File: config.mk
export PLATFORM = sky130hd
export DESIGN_NAME = pc_sequencer
export DESIGN_NICKNAME = d
export VERILOG_FILES = /design/src/rtl/pc_sequencer.sv
export SDC_FILE = /design/constraint.sdc
export NUM_CORES = 1
export LEC_CHECK = 0
export CAP_MARGIN = 20
export CORE_MARGIN = 1.5
export CORE_UTILIZATION = 57
export CTS_CLUSTER_SIZE = 8
export DETAILED_ROUTE_END_ITERATION = 10
export HOLD_SLACK_MARGIN = 0.02
export PLACE_DENSITY = 0.85
export SLEW_MARGIN = 20
export SYNTH_ARGS = -nofsm -noshare
export SYNTH_HDL_FRONTEND = slang
export SYNTH_SLANG_ARGS = --single-unit
export TNS_END_PERCENT = 1
File: constraint.sdc
create_clock -name Clk -period 3.74 [get_ports Clk]
set_input_delay 0.935 -clock Clk [delete_from_list [all_inputs] [get_ports Clk]]
set_output_delay 0.935 -clock Clk [all_outputs]
set_load 0.03 [all_outputs]
File: src/rtl/pc_sequencer.sv
// Program-counter sequencer: picks the next PC from increment, jump table, return stack or start
// address, and owns the run/done/fault status of the core.
module pc_sequencer #(
   parameter int PC_W      = 12,
   parameter int JP_W      = 5,
   parameter int RAS_DEPTH = 4
) (
   input  logic                         Clk,
   input  logic                         Reset_n,
   input  logic                         Start,
   input  logic [PC_W-1:0]              StartAddr,
   input  logic [2:0]                   Op,
   input  logic                         Cond,
   input  logic [JP_W-1:0]              JptrIn,
   input  logic                         Stall,
   output logic [JP_W-1:0]              Jptr,
   input  logic [PC_W-1:0]              Jump,
   output logic [PC_W-1:0]              ProgCtr,
   output logic                         Busy,
   output logic                         Done,
   output logic                         Fault,
   output logic [$clog2(RAS_DEPTH):0]   RasLevel
);

   localparam int AW = $clog2(RAS_DEPTH);
   localparam int LW = AW + 1;

   localparam logic [2:0] OP_SEQ  = 3'd0;
   localparam logic [2:0] OP_JMP  = 3'd1;
   localparam logic [2:0] OP_BRC  = 3'd2;
   localparam logic [2:0] OP_CALL = 3'd3;
   localparam logic [2:0] OP_RET  = 3'd4;
   localparam logic [2:0] OP_HALT = 3'd5;

   typedef enum logic [1:0] {
      S_IDLE  = 2'd0,
      S_RUN   = 2'd1,
      S_DONE  = 2'd2,
      S_FAULT = 2'd3
   } state_t;

   state_t            r_state;
   state_t            w_state_nxt;
   logic [PC_W-1:0]   r_pc;
   logic [PC_W-1:0]   w_pc_nxt;
   logic [PC_W-1:0]   w_pc_inc;
   logic [LW-1:0]     r_sp;
   logic [LW-1:0]     w_sp_nxt;
   logic [PC_W-1:0]   r_ras [RAS_DEPTH];
   logic              w_push;
   logic [AW-1:0]     w_top_idx;
   logic              w_full;
   logic              w_empty;

   // Increment wraps naturally at the PC width; rollover is not an error.
   assign w_pc_inc  = r_pc + PC_W'(1);
   assign w_top_idx = r_sp[AW-1:0] - AW'(1);
   assign w_full    = (r_sp == LW'(RAS_DEPTH));
   assign w_empty   = (r_sp == '0);

   always_ff @(posedge Clk or negedge Reset_n) begin
      if (!Reset_n) begin
         r_state <= S_IDLE;
         r_pc    <= '0;
         r_sp    <= '0;
      end else begin
         r_state <= w_state_nxt;
         r_pc    <= w_pc_nxt;
         r_sp    <= w_sp_nxt;
      end
   end

   always_ff @(posedge Clk or negedge Reset_n) begin
      if (!Reset_n) begin
         for (int i = 0; i < RAS_DEPTH; i++) r_ras[i] <= '0;
      end else if (w_push) begin
         r_ras[r_sp[AW-1:0]] <= w_pc_inc;
      end
   end

   always_comb begin
      w_state_nxt = r_state;
      w_pc_nxt    = r_pc;
      w_sp_nxt    = r_sp;
      w_push      = 1'b0;
      case (r_state)
         S_RUN: begin
            // Stall freezes everything, HALT included; Start is ignored while running.
            if (!Stall) begin
               case (Op)
                  OP_JMP: w_pc_nxt = Jump;
                  OP_BRC: w_pc_nxt = Cond ? Jump : w_pc_inc;
                  OP_CALL: begin
                     if (w_full) begin
                        w_state_nxt = S_FAULT;
                     end else begin
                        w_push   = 1'b1;
                        w_sp_nxt = r_sp + LW'(1);
                        w_pc_nxt = Jump;
                     end
                  end
                  OP_RET: begin
                     if (w_empty) begin
                        w_state_nxt = S_FAULT;
                     end else begin
                        w_sp_nxt = r_sp - LW'(1);
                        w_pc_nxt = r_ras[w_top_idx];
                     end
                  end
                  OP_HALT: w_state_nxt = S_DONE;
                  default: w_pc_nxt = w_pc_inc;
               endcase
            end
         end
         default: begin
            if (Start) begin
               w_state_nxt = S_RUN;
               w_pc_nxt    = StartAddr;
               w_sp_nxt    = '0;
            end
         end
      endcase
   end

   assign Jptr     = JptrIn;
   assign ProgCtr  = r_pc;
   assign RasLevel = r_sp;
   assign Busy     = (r_state == S_RUN);
   assign Done     = (r_state == S_DONE);
   assign Fault    = (r_state == S_FAULT);

endmodule
== After elaboration in Yosys (flattened, before gate mapping) ==
Cells that the tools add are included.

* $add $sub $neg: 4
* Order comparisons: 3
* Equality and inequality tests: 17
* Mux-type cells: 29
* Bitwise operators: 2
* Reduce and logical (&&, ||, !) cells: 6

{| class="wikitable"
|+ Operators with widths
! cell !! number
|-
| $mux W12 || 9
|-
| $pmux W12 S5 || 1
|-
| $bwmux W48 || 1
|-
| $bmux W12 S2 || 1
|-
| $demux W12 S2 || 1
|-
| $mux W3 || 5
|-
| $reduce_and A5 Y1 || 3
|-
| $add A12 B1 Y12 const B || 1
|-
| $ne A3 B3 Y1 const B || 4
|-
| $mux W2 || 5
|-
| $eq A3 B3 Y1 const B || 3
|-
| $eq A3 B2 Y1 const B || 2
|-
| $ge A3 B3 Y1 const B || 2
|-
| $not A2 Y3 || 2
|-
| $pmux W2 S3 || 1
|-
| $pmux W3 S2 || 1
|-
| $eq A2 B2 Y1 const B || 2
|-
| $mux W1 || 4
|-
| $ne A2 B2 Y1 const B || 2
|-
| $ne A4 B1 Y1 const B || 1
|-
| $add A3 B1 Y3 const B || 1
|-
| $eq A3 B1 Y1 const B || 1
|-
| $logic_not A3 Y1 || 1
|-
| $lt A3 B1 Y1 const B || 1
|-
| other kinds (6) || 6
|}

* Bits in registers: 65
* Word-level logic and storage cells: 68

== Logic depth before layout (Yosys ltp) ==
Gate-level depths: netlist (run 1).

* Word-level depth: 9
* Gate-level depth with buffers: 10

== Least setup slack after synthesis (run 1) ==
OpenSTA, ideal clock, no wires.

* Path kind: input port to flip-flop
* Start: in Op[0]
* End: reg r_sp[2] (netlist: RasLevel[2])
* Setup time: 0.121 ns
* Arrival: 2.335 ns
* Required time: 3.619 ns
* Path slack: 1.284 ns
* Stages on the path: 9
* Buffers on the path: 2
* Path through: buf_2 > or3b_4 > clkinv_2 > clkbuf_8 > fa_1 > nor2_1 > a21oi_1 > nor2_1 > a22o_1

* Word-level cells in the longest chain between the ends: 4
* Elaborated cells on any way between the ends: 9
* Those cells by class: eq/ne: 5; mux: 3; reduce/logical: 1

{| class="wikitable"
|+ Ends and longest elaborated chain
! element !! line !! text
|-
| from (decl) || 12 || <nowiki>input logic [2:0] Op,</nowiki>
|-
| $eq A3 B3 Y1 or $eq A3 B2 Y1 (tied branches) || 90 || <nowiki>case (Op)</nowiki>
|-
| $pmux W3 S2 || 90 ||
|-
| $mux W3 || 89 || <nowiki>if (!Stall) begin</nowiki>
|-
| $mux W3 || 86 || <nowiki>case (r_state)</nowiki>
|-
| to (signal assigned) || 69 || <nowiki>r_sp <= w_sp_nxt;</nowiki>
|-
| to (decl) || 47 || <nowiki>logic [LW-1:0] r_sp;</nowiki>
|}

Parallel ways exist; a longest one is shown, timed or not. The select of a mux whose other input is x is not followed.
A chain may end at the register's enable or synchronous reset.

== Worst setup path after layout (run 1) ==
* Start: reg r_state[1]
* End: out Busy

* Word-level cells in the longest chain between the ends: 1

{| class="wikitable"
|+ Ends and longest elaborated chain
! element !! line !! text
|-
| from (decl) || 42 || <nowiki>state_t r_state;</nowiki>
|-
| from (signal assigned) || 67 || <nowiki>r_state <= w_state_nxt;</nowiki>
|-
| $eq A2 B1 Y1 || 128 || <nowiki>assign Busy = (r_state == S_RUN);</nowiki>
|-
| to (decl) || 19 || <nowiki>output logic Busy,</nowiki>
|}

No other way between the ends.

==> results by group, run 1 <==
Yosys
  – Total of warnings raised by yosys: 0
  – Post-Syn Area: between 3000 and 4000 um2
  – Syn_nets: about 400
  – Post-Syn Instances: between 300 and 400
  – Seq/Total Area, Yosys: roughly 46%
  – Synth cell types: slightly below 60
  – #FFs+latches synth: 65
  – Synthesized area per cell: roughly 10 um2

Detailed routing
  – WL per Instance: between 15 and 20 um
  – Drt first pass iters: 5
  – Iter 0 DRT Violations: approximately 300
  – Metal1 wirelength: about 3800 um
  – Final WL: roughly 8300 um
  – Met3 wire len: around 540 um
  – Post-route DRC: 0
  – Via count: ~2,800
  – Number of nets still failing antenna checks after routing: 0
  – Via density: 6.05
  – Top Metal Used: met4
  – DR WL met2: 3850 um

Power
  – Combinational share of power: 42.4%
  – Cell-internal power: between 1500 and 2000 uW
  – Sequential fraction of design power: 37.6%
  – Leak Pwr: approximately 0.0018 uW
  – Clock Power Share: 20.0%
  – Psw: between 1000 and 1500 uW
  – Pwr dens: 748 nW/um2
  – Peak VDD IR: 0.000476 V
  – Switching share of power: about two fifths

Critical path
  – Internal reg-to-reg setup slack: around 1.4 ns
  – Data arrival time of the critical path: between 2 and 2.5 ns
  – Critical Path, Cell by Cell: nand2b_4 -> inv_2 -> clkdlybuf4s50_1
  – Cell class contributing the biggest share of worst-path delay: buffers and inverters
  – Setup crit end kind: output port
  – Slowest CP cell: clkdlybuf4s50_1
  – Worst path max stage delay: 0.74 ns
  – Critical path buffer and inverter count: 2
  – Crit Path Category: reg -> out
  – Critical path fanouts, max: 16
  – CP Launch Type: register
  – Data required time of the worst path: between 2 and 3 ns

STA
  – Unrepaired setup endpoints after global routing: false
  – Fin crit share: about four fifths
  – Final setup violation count: 0
  – Fin. max-slew vios: 0
  – Final Hold Fails: 0
  – Minimum clock period: just under 3 ns
  – Final Skew: 0.00786 ns
  – Max Clk Rate: around 340 MHz
  – Least-Margin Pin Slew: between 0.7 and 0.8 ns
  – Total negative slack: 0 ns
  – Hold_ws: 0.478 ns
  – Slew HR: about 48%

Placed design
  – PortBufs: 49
  – Gpl congestion: around 0.85
  – Area post-placement: 4030 um2
  – Final HPWL DP: about 5800 um
  – Cell count after placement: roughly 460

Die
  – Die Y: 82.1 um
  – Row count: 28
  – Core area: 5990 um2
  – I/O pins: 60
  – Starting Density: between 50% and 60%
  – Die area: a little under 7000 um2
  – Die width: 82.1 um

Finish
  – Non-Filler Instances: 471
  – Layout cells sized above 1: between 10% and 20%
  – Post-layout util: between 70% and 80%
  – Area growth syn-to-layout: 19.1%
  – NumNets Final: between 400 and 500
  – Commonest non-fill, non-tap cell in the layout: dfrtp_1
  – Number of diodes: 0
  – Final Instance Area: ~4200 um2
  – Most frequent cells in the layout: dfrtp_1 (65), clkdlybuf4s50_1 (48), nand2_1 (46)

Min path
  – Class of the worst hold path: reg -> reg

GRT
  – First-pass GRT wire length: 13,300 um
  – Initial antenna violation count: 0
  – GR Overflow Total: 0
  – Vias in the first global route: around 2,700
  – Largest net degree at the start of global routing: 66
  – Tot GR Track Use: a little over a quarter

Clocking
  – H-tree depth: 3
  – Post-cts hold buffer count: 0
  – Clk sinks: 65
  – Clk pin slew, worst setup/hold paths: ~0.070 ns
  – CTS root buf: clkbuf_8
  – Number of setup buffers added after CTS: 0
  – Post_cts resized: 0
  – Max clock buf depth: 2
  – CTS tree: yes
  – Num CTS Buffers: 9
  – Worst skew pair latency: approximately 0.35 ns

Run status
  – Status: finished, final reports clean

Run
  – # Max-Cap Violations: 0
-- worst register-to-register path, stage by stage, from the launching register on --
cell and delay (ns):
dfrtp_1 0.54, inv_1 0.14, ha_1 0.65, mux4_2 0.39
a221o_1 0.35, a21oi_1 0.12, o31ai_1 0.09
-- sequential cells by signal, indices dropped and copies added, names as in the netlist --
register,flops
ProgCtr,12
RasLevel,3
r_ras,48
r_state,2
-- worst paths after layout --
kind	end	cells after the start	startpoint
setup / recovery	Busy	3	r_state[1]
hold / removal	r_ras[14]	2	r_ras[14]
setup reg to reg	ProgCtr[10]	6	RasLevel[0]
hold reg to reg	r_ras[14]	2	r_ras[14]
max in group asynchronous	r_ras[5]	2	Reset_n
min in group asynchronous	RasLevel[0]	2	Reset_n
-- metal layers --
layer	vias up	GRT usage, %
li1	1328	-
met1	1387	37.5
met2	114	40.3
met3	20	5.89
met4	0	10.0
met5	-	0
-- Yosys cell counts, drive strengths merged --
| cell type | n | area (um2) |
|---|---|---|
| ha | 5 | 62.6 |
| xor2 | 2 | 17.5 |
| and2 | 3 | 18.8 |
| mux4 | 12 | 289 |
| nand3b | 2 | 15.0 |
| nand2 | 46 | 173 |
| or3 | 1 | 6.26 |
| mux2 | 4 | 45.0 |
| a22oi | 4 | 30.0 |
| a211oi | 2 | 15.0 |
| a21o | 1 | 8.76 |
| dfrtp | 65 | 1630 |
| a31oi | 2 | 18.8 |
| and4b | 1 | 10.0 |
| nor3 | 5 | 25.0 |
| a2111oi | 1 | 27.5 |
| fa | 1 | 20.0 |
| clkbuf | 6 | 32.5 |
| xnor2 | 9 | 78.8 |
| clkinv | 1 | 5.00 |
| a32o | 1 | 10.0 |
| o211ai | 5 | 37.5 |
| a22o | 8 | 70.1 |
| o22ai | 3 | 18.8 |
| mux2i | 1 | 10.0 |
| o21ai | 41 | 205 |
| nor3b | 1 | 7.51 |
| nand4 | 1 | 6.26 |
| nand3 | 4 | 20.0 |
| o2bb2ai | 1 | 8.76 |
| o31ai | 3 | 22.5 |
| or3b | 1 | 11.3 |
| buf | 21 | 150 |
| inv | 10 | 37.5 |
| and3 | 2 | 12.5 |
| nor2 | 36 | 135 |
| a21oi | 22 | 110 |
| o32a | 1 | 10.0 |
| o311a | 1 | 10.0 |
| a221oi | 2 | 23.8 |
| nor4b | 3 | 47.5 |
| nand2b | 4 | 32.5 |
| a221o | 2 | 20.0 |
| nor4 | 1 | 12.5 |
| and3b | 1 | 8.76 |
-- power by group through the flow --
stage	combinational, uW	clock [uW]	sequential [uW]
floorplan	836	0	1270
global placement	1280	0	1190
detailed placement	1320	0	1200
CTS	1340	641	1190
global route	1460	675	1230
finish	1340	635	1190
-- kinds of logic (layout without fill, tap and decap cells) --
| kind of cell | count (synthesis) | count (layout) | share of synthesized area, % |
|---|---|---|---|
| AND/OR/NAND/NOR | 112 | 112 | 15.2 |
| AO/OA/AOI/OAI | 100 | 100 | 18.2 |
| flip-flops | 65 | 65 | 45.6 |
| buffers and inverters | 38 | 85 | 6.32 |
| multiplexers | 17 | 17 | 9.66 |
| XOR/XNOR | 11 | 11 | 2.70 |
| adder cells (fa/ha/maj) | 6 | 6 | 2.32 |
-- cell type report --
type | count | area [um2]
Tap cell | 75 | 93.8
Fill cell | 415 | 1750
Clock inverter | 5 | 63.8
Clock buffer | 11 | 151
Sequential cell | 65 | 1630
Multi-Input combinational cell | 246 | 1710
Inverter | 11 | 42.5
Timing Repair Buffer | 58 | 553
-- stage by stage --
| step | power, uW | setup WS (ns) |
|---|---|---|
| 3_3_place_gp | 2460 | 0.683 |
| 5_1_grt | 3360 | 0.725 |
| 3_5_place_dp | 2530 | 0.627 |
| 4_1_cts | 3170 | 0.777 |
| 2_1_floorplan | 2110 | 1.28 |
| 6_report | 3170 | 0.790 |
Power figures use the tool's default switching activity.
==> run 2: changes to the inputs <==
--- a/config.mk
+++ b/config.mk
@@ -7,11 +7,11 @@
 export LEC_CHECK = 0
 export CAP_MARGIN = 20
 export CORE_MARGIN = 1.5
-export CORE_UTILIZATION = 57
+export CORE_UTILIZATION = 48
 export CTS_CLUSTER_SIZE = 8
 export DETAILED_ROUTE_END_ITERATION = 10
 export HOLD_SLACK_MARGIN = 0.02
-export PLACE_DENSITY = 0.85
+export PLACE_DENSITY = 0.76
 export SLEW_MARGIN = 20
 export SYNTH_ARGS = -nofsm -noshare
 export SYNTH_HDL_FRONTEND = slang
==> constraint.sdc (replaced) <==
create_clock -name Clk -period 2.6 [get_ports Clk]
set_input_delay 0.65 -clock Clk [delete_from_list [all_inputs] [get_ports Clk]]
set_output_delay 0.65 -clock Clk [all_outputs]
set_load 0.03 [all_outputs]
==> run 2 against run 1 <==
  * Worst setup slack got worse by 0.60 ns
  * First-iteration DRC count fell by 33%
  * Utilization fell by 10 points
  * Clock power rose by 53%
  * Via count fell by 0.74%
==> results by group, run 2 (synthesized netlist as in run 1, its figures left out) <==
Run status
  – Status: finished, final reports clean

Die
  – Starting Density: 49.4% (-10 points)
  – Core area: 7210 um2 (+20%)
  – Die Y: 89.2 um (+8.6%)
  – Row count: 31 (+11%)
  – I/O pins: 60 (unchanged)
  – Die width: 89.2 um (+8.6%)
  – Die area: 7950 um2 (+18%)

GRT
  – Tot GR Track Use: 21.2% (-5.4 points)
  – Initial antenna violation count: 0 (unchanged)
  – Vias in the first global route: 2,674 (-1.9%)
  – Largest net degree at the start of global routing: 39 (-41%)
  – First-pass GRT wire length: 12,800 um (-3.6%)
  – GR Overflow Total: 0 (unchanged)

Finish
  – Final Instance Area: 4380 um2 (+3.3%)
  – Most flops, register: r_ras
  – Max FFs per register: 48 (unchanged)
  – NumNets Final: 442 (+1.8%)
  – Layout cells sized above 1: 13.9% (+1.7 points)
  – Non-Filler Instances: 503 (+6.8%)
  – Most frequent cells in the layout: dfrtp_1 (65), clkdlybuf4s50_1 (48), nand2_1 (46)
  – Number of diodes: 0 (unchanged)
  – Commonest non-fill, non-tap cell in the layout: dfrtp_1
  – Area growth syn-to-layout: 23.0%

Detailed routing
  – Number of nets still failing antenna checks after routing: 0 (unchanged)
  – Post-route DRC: 0 (unchanged)
  – Via count: 2,828 (-0.74%)
  – Iter 0 DRT Violations: 201 (-33%)
  – WL per Instance: 16.2 um (-8.0%)
  – Final WL: 8170 um (-1.8%)
  – Via density: 5.62 (-7.1%)
  – Drt first pass iters: 5 (unchanged)

Clocking
  – Max clock buf depth: 2 (unchanged)
  – Post-cts hold buffer count: 0 (unchanged)
  – Post_cts resized: 0 (unchanged)
  – Clk pin slew, worst setup/hold paths: 0.07 ns (about the same)
  – Clk sinks: 65 (unchanged)
  – CTS tree: yes
  – Worst skew pair latency: 0.34 ns (about the same)
  – Number of setup buffers added after CTS: 0 (unchanged)
  – CTS root buf: clkbuf_8
  – Num CTS Buffers: 9 (unchanged)
  – H-tree depth: 3 (unchanged)

STA
  – Final setup violation count: 0 (unchanged)
  – Total negative slack: 0 ns (unchanged)
  – Slew HR: 49.5% (+1.7 points)
  – Final Hold Fails: 0 (unchanged)
  – Minimum clock period: 2.41 ns
  – Least-Margin Pin Slew: 0.755 ns (-0.0282 ns)
  – Fin. max-slew vios: 0 (unchanged)
  – Max Clk Rate: around 410 MHz
  – Fin crit share: between 90 and 100%
  – Setup ws final: 0.190 ns (-0.600 ns)
  – Unrepaired setup endpoints after global routing: false
  – Final Skew: 0.0171 ns (+0.00925 ns)

Placed design
  – Cell count after placement: 487 (+7.0%)
  – Gpl congestion: 0.837 (-1.3%)
  – PortBufs: 49 (unchanged)
  – Worst slack at placement: 0.0290 ns (-0.598 ns)
  – Final HPWL DP: 5940 um (+2.3%)
  – Area post-placement: 4160 um2 (+3.2%)

Critical path
  – CP Launch Type: register
  – Setup crit start: r_state[1]
  – Setup crit end kind: output port
  – Critical path fanouts, max: 15 (-1)
  – Crit Path Category: reg -> out
  – Cell count of the worst reg-to-reg path: 6 (unchanged)
  – Data required time of the worst path: 1.95 ns (-0.85 ns)
  – Worst path max stage delay: 0.68 ns (-0.06 ns)
  – Slowest CP cell: clkdlybuf4s50_1
  – R2r startpoint: RasLevel[0]
  – Data arrival time of the critical path: 1.76 ns (-0.25 ns)
  – Critical Path, Cell by Cell: nand2b_4 -> inv_2 -> clkdlybuf4s50_1

Power
  – Pwr dens: 1060 nW/um2 (+42%)
  – Leak Pwr: 0.00186 uW (+3.2%)
  – Peak VDD IR: 0.000417 V (-12%)

Min path
  – Class of the worst hold path: in -> async

Run
  – # Max-Cap Violations: 0 (unchanged)
[run 2: changes by cell type in the layout (fill, tap and decap cells not counted), sizes merged]
cell      delta
bufinv       +1
buf          +8
clkinvlp     +1
clkinv       -1
inv          +1
clkbuf       -2
[run 2: layout make-up]
class / count / area [um2]
timing repair buffer: 66 / 651
fill: 597 / 2830
tap: 99 / 124
inverter: 11 / 42.5
multi-input combinational: 246 / 1710
clock buffer: 9 / 124
sequential: 65 / 1630
clock inverter: 7 / 104
[run 2: power breakdown]
part	switching (uW)	internal, uW
Clock	420	549
Combinational	1090	907
Sequential	309	1380
Total	1820	2830
[run 2: through the flow]
| stage | hold WS [ns] | utilization [%] | power (uW) |
|---|---|---|---|
| 6_report | 0.288 | 60.8 | 4660 |
| 5_1_grt | 0.318 | 60.8 | 4930 |
| 4_1_cts | 0.295 | 60.8 | 4660 |
| 3_5_place_dp | 0.464 | 57.6 | 3690 |
| 3_3_place_gp | 0.453 | 57.6 | 3620 |
| 2_1_floorplan | 0.354 | - | 3030 |
[run 2: critical path: cells and delay by family (launching register included)]
family | cells | cell delay (ns)
buffers and inverters | 2 | 0.77
DFF | 1 | 0.41
and+or+nand+nor | 1 | 0.25
[run 2: metal layers]
layer | wire (um) | track usage [%] | vias up
met4 | 147 | 7.83 | 0
li1 | - | - | 1346
met3 | 449 | 3.79 | 13
met5 | 0 | 0 | -
met2 | 3860 | 34.2 | 99
met1 | 3720 | 28.9 | 1370
[run 2: path summary, 6_finish.rpt]
| check | end | slack, ns |
|---|---|---|
| worst min-delay path | r_ras[37] | 0.29 |
| max in group asynchronous | r_ras[15] | 1.74 |
| worst max register to register | ProgCtr[2] | 0.43 |
| worst min register to register | r_ras[33] | 0.48 |
| worst max-delay path | Busy | 0.19 |
| min in group Clk | r_ras[33] | 0.48 |
==> run 3: changes to the inputs <==
--- a/config.mk
+++ b/config.mk
@@ -6,12 +6,13 @@
 export NUM_CORES = 1
 export LEC_CHECK = 0
 export CAP_MARGIN = 20
-export CORE_MARGIN = 1.5
 export CORE_UTILIZATION = 48
 export CTS_CLUSTER_SIZE = 8
 export DETAILED_ROUTE_END_ITERATION = 10
 export HOLD_SLACK_MARGIN = 0.02
 export PLACE_DENSITY = 0.76
+export RECOVER_POWER = 50
+export SETUP_SLACK_MARGIN = 0.1
 export SLEW_MARGIN = 20
 export SYNTH_ARGS = -nofsm -noshare
 export SYNTH_HDL_FRONTEND = slang
==> run 3 against run 2 <==
  * The flow now finishes with violations (max-capacitance violations, max-slew violations)
  * Register-to-register slack lost 0.09 ns
  * Sequential cell count did not move
  * Clock skew fell by 0.0066 ns
==> results by group, run 3 (synthesized netlist as in run 1, its figures left out) <==
STA
  – Fin crit share: 92.9% (+0.25 points)
  – Fin. max-slew vios: 66 (+66)
  – Unrepaired setup endpoints after global routing: false
  – Max Clk Rate: 414 MHz (-0.27%)
  – Final Skew: 0.0105 ns (-0.00662 ns)
  – Final setup violation count: 0 (unchanged)
  – Final Hold Fails: 0 (unchanged)
  – Minimum clock period: 2.42 ns (+0.00662 ns)
  – Total negative slack: 0 ns (unchanged)
  – Slew HR: -5.40% (-55 points)
  – Setup ws final: 0.184 ns (-0.00662 ns)
  – Least-Margin Pin Slew: 1.58 ns (+0.826 ns)
  – Hold_ws: 0.489 ns (+0.201 ns)

Clocking
  – Post-cts hold buffer count: 0 (unchanged)
  – Max clock buf depth: 2 (unchanged)
  – CTS root buf: clkbuf_8
  – H-tree depth: 3 (unchanged)
  – Num CTS Buffers: 9 (unchanged)
  – Post_cts resized: 0 (unchanged)
  – CTS tree: yes
  – Clk pin slew, worst setup/hold paths: 0.08 ns (about the same)
  – Number of setup buffers added after CTS: 0 (unchanged)
  – Worst skew pair latency: 0.34 ns (about the same)
  – Clk sinks: 65 (unchanged)

Detailed routing
  – Via count: 2,863 (+1.2%)
  – Via density: 5.67 (+0.84%)
  – Final WL: 8390 um (+2.6%)
  – Drt first pass iters: 5 (unchanged)
  – WL per Instance: 16.6 um (+2.2%)
  – Iter 0 DRT Violations: 205 (+2.0%)
  – Number of nets still failing antenna checks after routing: 0 (unchanged)
  – Post-route DRC: 0 (unchanged)

Die
  – Die width: 88.2 um (-1.1%)
  – Starting Density: 49.4% (unchanged)
  – Core area: 7210 um2 (unchanged)
  – Die Y: 88.2 um (-1.1%)
  – Row count: 31 (unchanged)
  – Die area: 7770 um2 (-2.2%)
  – I/O pins: 60 (unchanged)

Finish
  – Most flops, register: r_ras
  – Most frequent cells in the layout: dfrtp_1 (65), nand2_1 (46), clkdlybuf4s50_1 (46)
  – NumNets Final: 444 (+0.45%)
  – Area growth syn-to-layout: 22.4%
  – Non-Filler Instances: 505 (+0.40%)
  – Layout cells sized above 1: 14.0% (+0.18 points)
  – Max FFs per register: 48 (unchanged)
  – Commonest non-fill, non-tap cell in the layout: dfrtp_1
  – Number of diodes: 0 (unchanged)

Critical path
  – Cell class contributing the biggest share of worst-path delay: buffers and inverters
  – Worst r2r dst: r_ras[43]
  – R2r startpoint: r_state[1]
  – Critical path buffer and inverter count: 2 (unchanged)
  – Worst path max stage delay: 0.68 ns (about the same)
  – Data arrival time of the critical path: 1.77 ns (about the same)
  – Critical path fanouts, max: 15 (unchanged)
  – Cell count of the worst reg-to-reg path: 8 (+2)
  – Data required time of the worst path: 1.95 ns (about the same)
  – Critical Path, Cell by Cell: nand2b_4 -> inv_2 -> clkdlybuf4s50_1
  – Crit Path Category: reg -> out
  – Slowest CP cell: clkdlybuf4s50_1
  – CP Launch Type: register
  – Setup crit end kind: output port
  – Internal reg-to-reg setup slack: 0.34 ns (-0.09 ns)

Power
  – Peak VDD IR: 0.000301 V (-28%)
  – Leak Pwr: 0.00185 uW (-0.42%)
  – Pwr dens: 1060 nW/um2 (-0.20%)

Placed design
  – Worst slack at placement: 0.0290 ns (-0.000000900 ns)
  – Final HPWL DP: 5980 um (+0.60%)
  – Cell count after placement: 489 (+0.41%)
  – Gpl congestion: 0.863 (+3.1%)
  – PortBufs: 49 (unchanged)

GRT
  – Tot GR Track Use: 22.4% (+1.2 points)
  – GR Overflow Total: 0 (unchanged)
  – Vias in the first global route: 2,730 (+2.1%)
  – First-pass GRT wire length: 13,300 um (+3.9%)
  – Largest net degree at the start of global routing: 66 (+69%)
  – Initial antenna violation count: 0 (unchanged)

Min path
  – Class of the worst hold path: reg -> reg
  – WHS Endpoint: r_ras[12]
  – Hold path startpoint: r_ras[12]
  – Hold Path Depth: 2

Run status
  – Status: finished, violations left
  – Failing checks: max-capacitance violations, max-slew violations

Run
  – # Max-Cap Violations: 1 (+1)
==> run 3: metal layers <==
metal  vias to the layer above  GRT usage (%)  share of wire [%]
met1                      1407           31.2                 45
met5                         -              0                  0
met3                        11           2.92                4.8
met2                        84           35.8                 48
met4                         0           8.80                1.3
li1                       1361              -                  -
==> run 3: worst max-delay path by stage <==
stage | endpoint | cells after the start | start
3_3_place_gp | ProgCtr[7] | 8 | Op[1]
2_1_floorplan | ProgCtr[2] | 9 | RasLevel[0]
4_1_cts | Busy | 3 | r_state[1]
6_report | Busy | 3 | r_state[1]
3_5_place_dp | ProgCtr[8] | 8 | Op[0]
5_1_grt | RasLevel[0] | 7 | Op[0]
==> run 3: report_power, final <==
part | internal, uW | switching [uW] | total [uW]
combinational | 918 | 1080 | 2000
clock | 460 | 437 | 897
sequential | 1380 | 349 | 1730
==> run 3: worst reg2reg max path: cells and delay by family (launching register included) <==
family / cells / cell delay [ns]
flip-flops: 1 / 0.41
buffers and inverters: 3 / 0.62
AND/OR/NAND/NOR: 4 / 1.02
AO/OA/AOI/OAI: 1 / 0.14
==> run 3: area by class of cell <==
class,instances,area [um2]
Multi-Input combinational cell,246,1700
Inverter,11,42.5
Tap cell,99,124
Sequential cell,65,1630
Timing Repair Buffer,68,659
Clock buffer,9,124
Fill cell,596,2850
Clock inverter,7,81.3
==> run 3: through the flow <==
stage               utilization (%)  total power, uW  instance area [um2]
floorplan                         -             3030                 3560
global placement               57.8             3630                 4170
detailed placement             57.8             3720                 4170
CTS                            60.6             4630                 4380
global route                   60.4             4870                 4360
finish                         60.4             4620                 4360
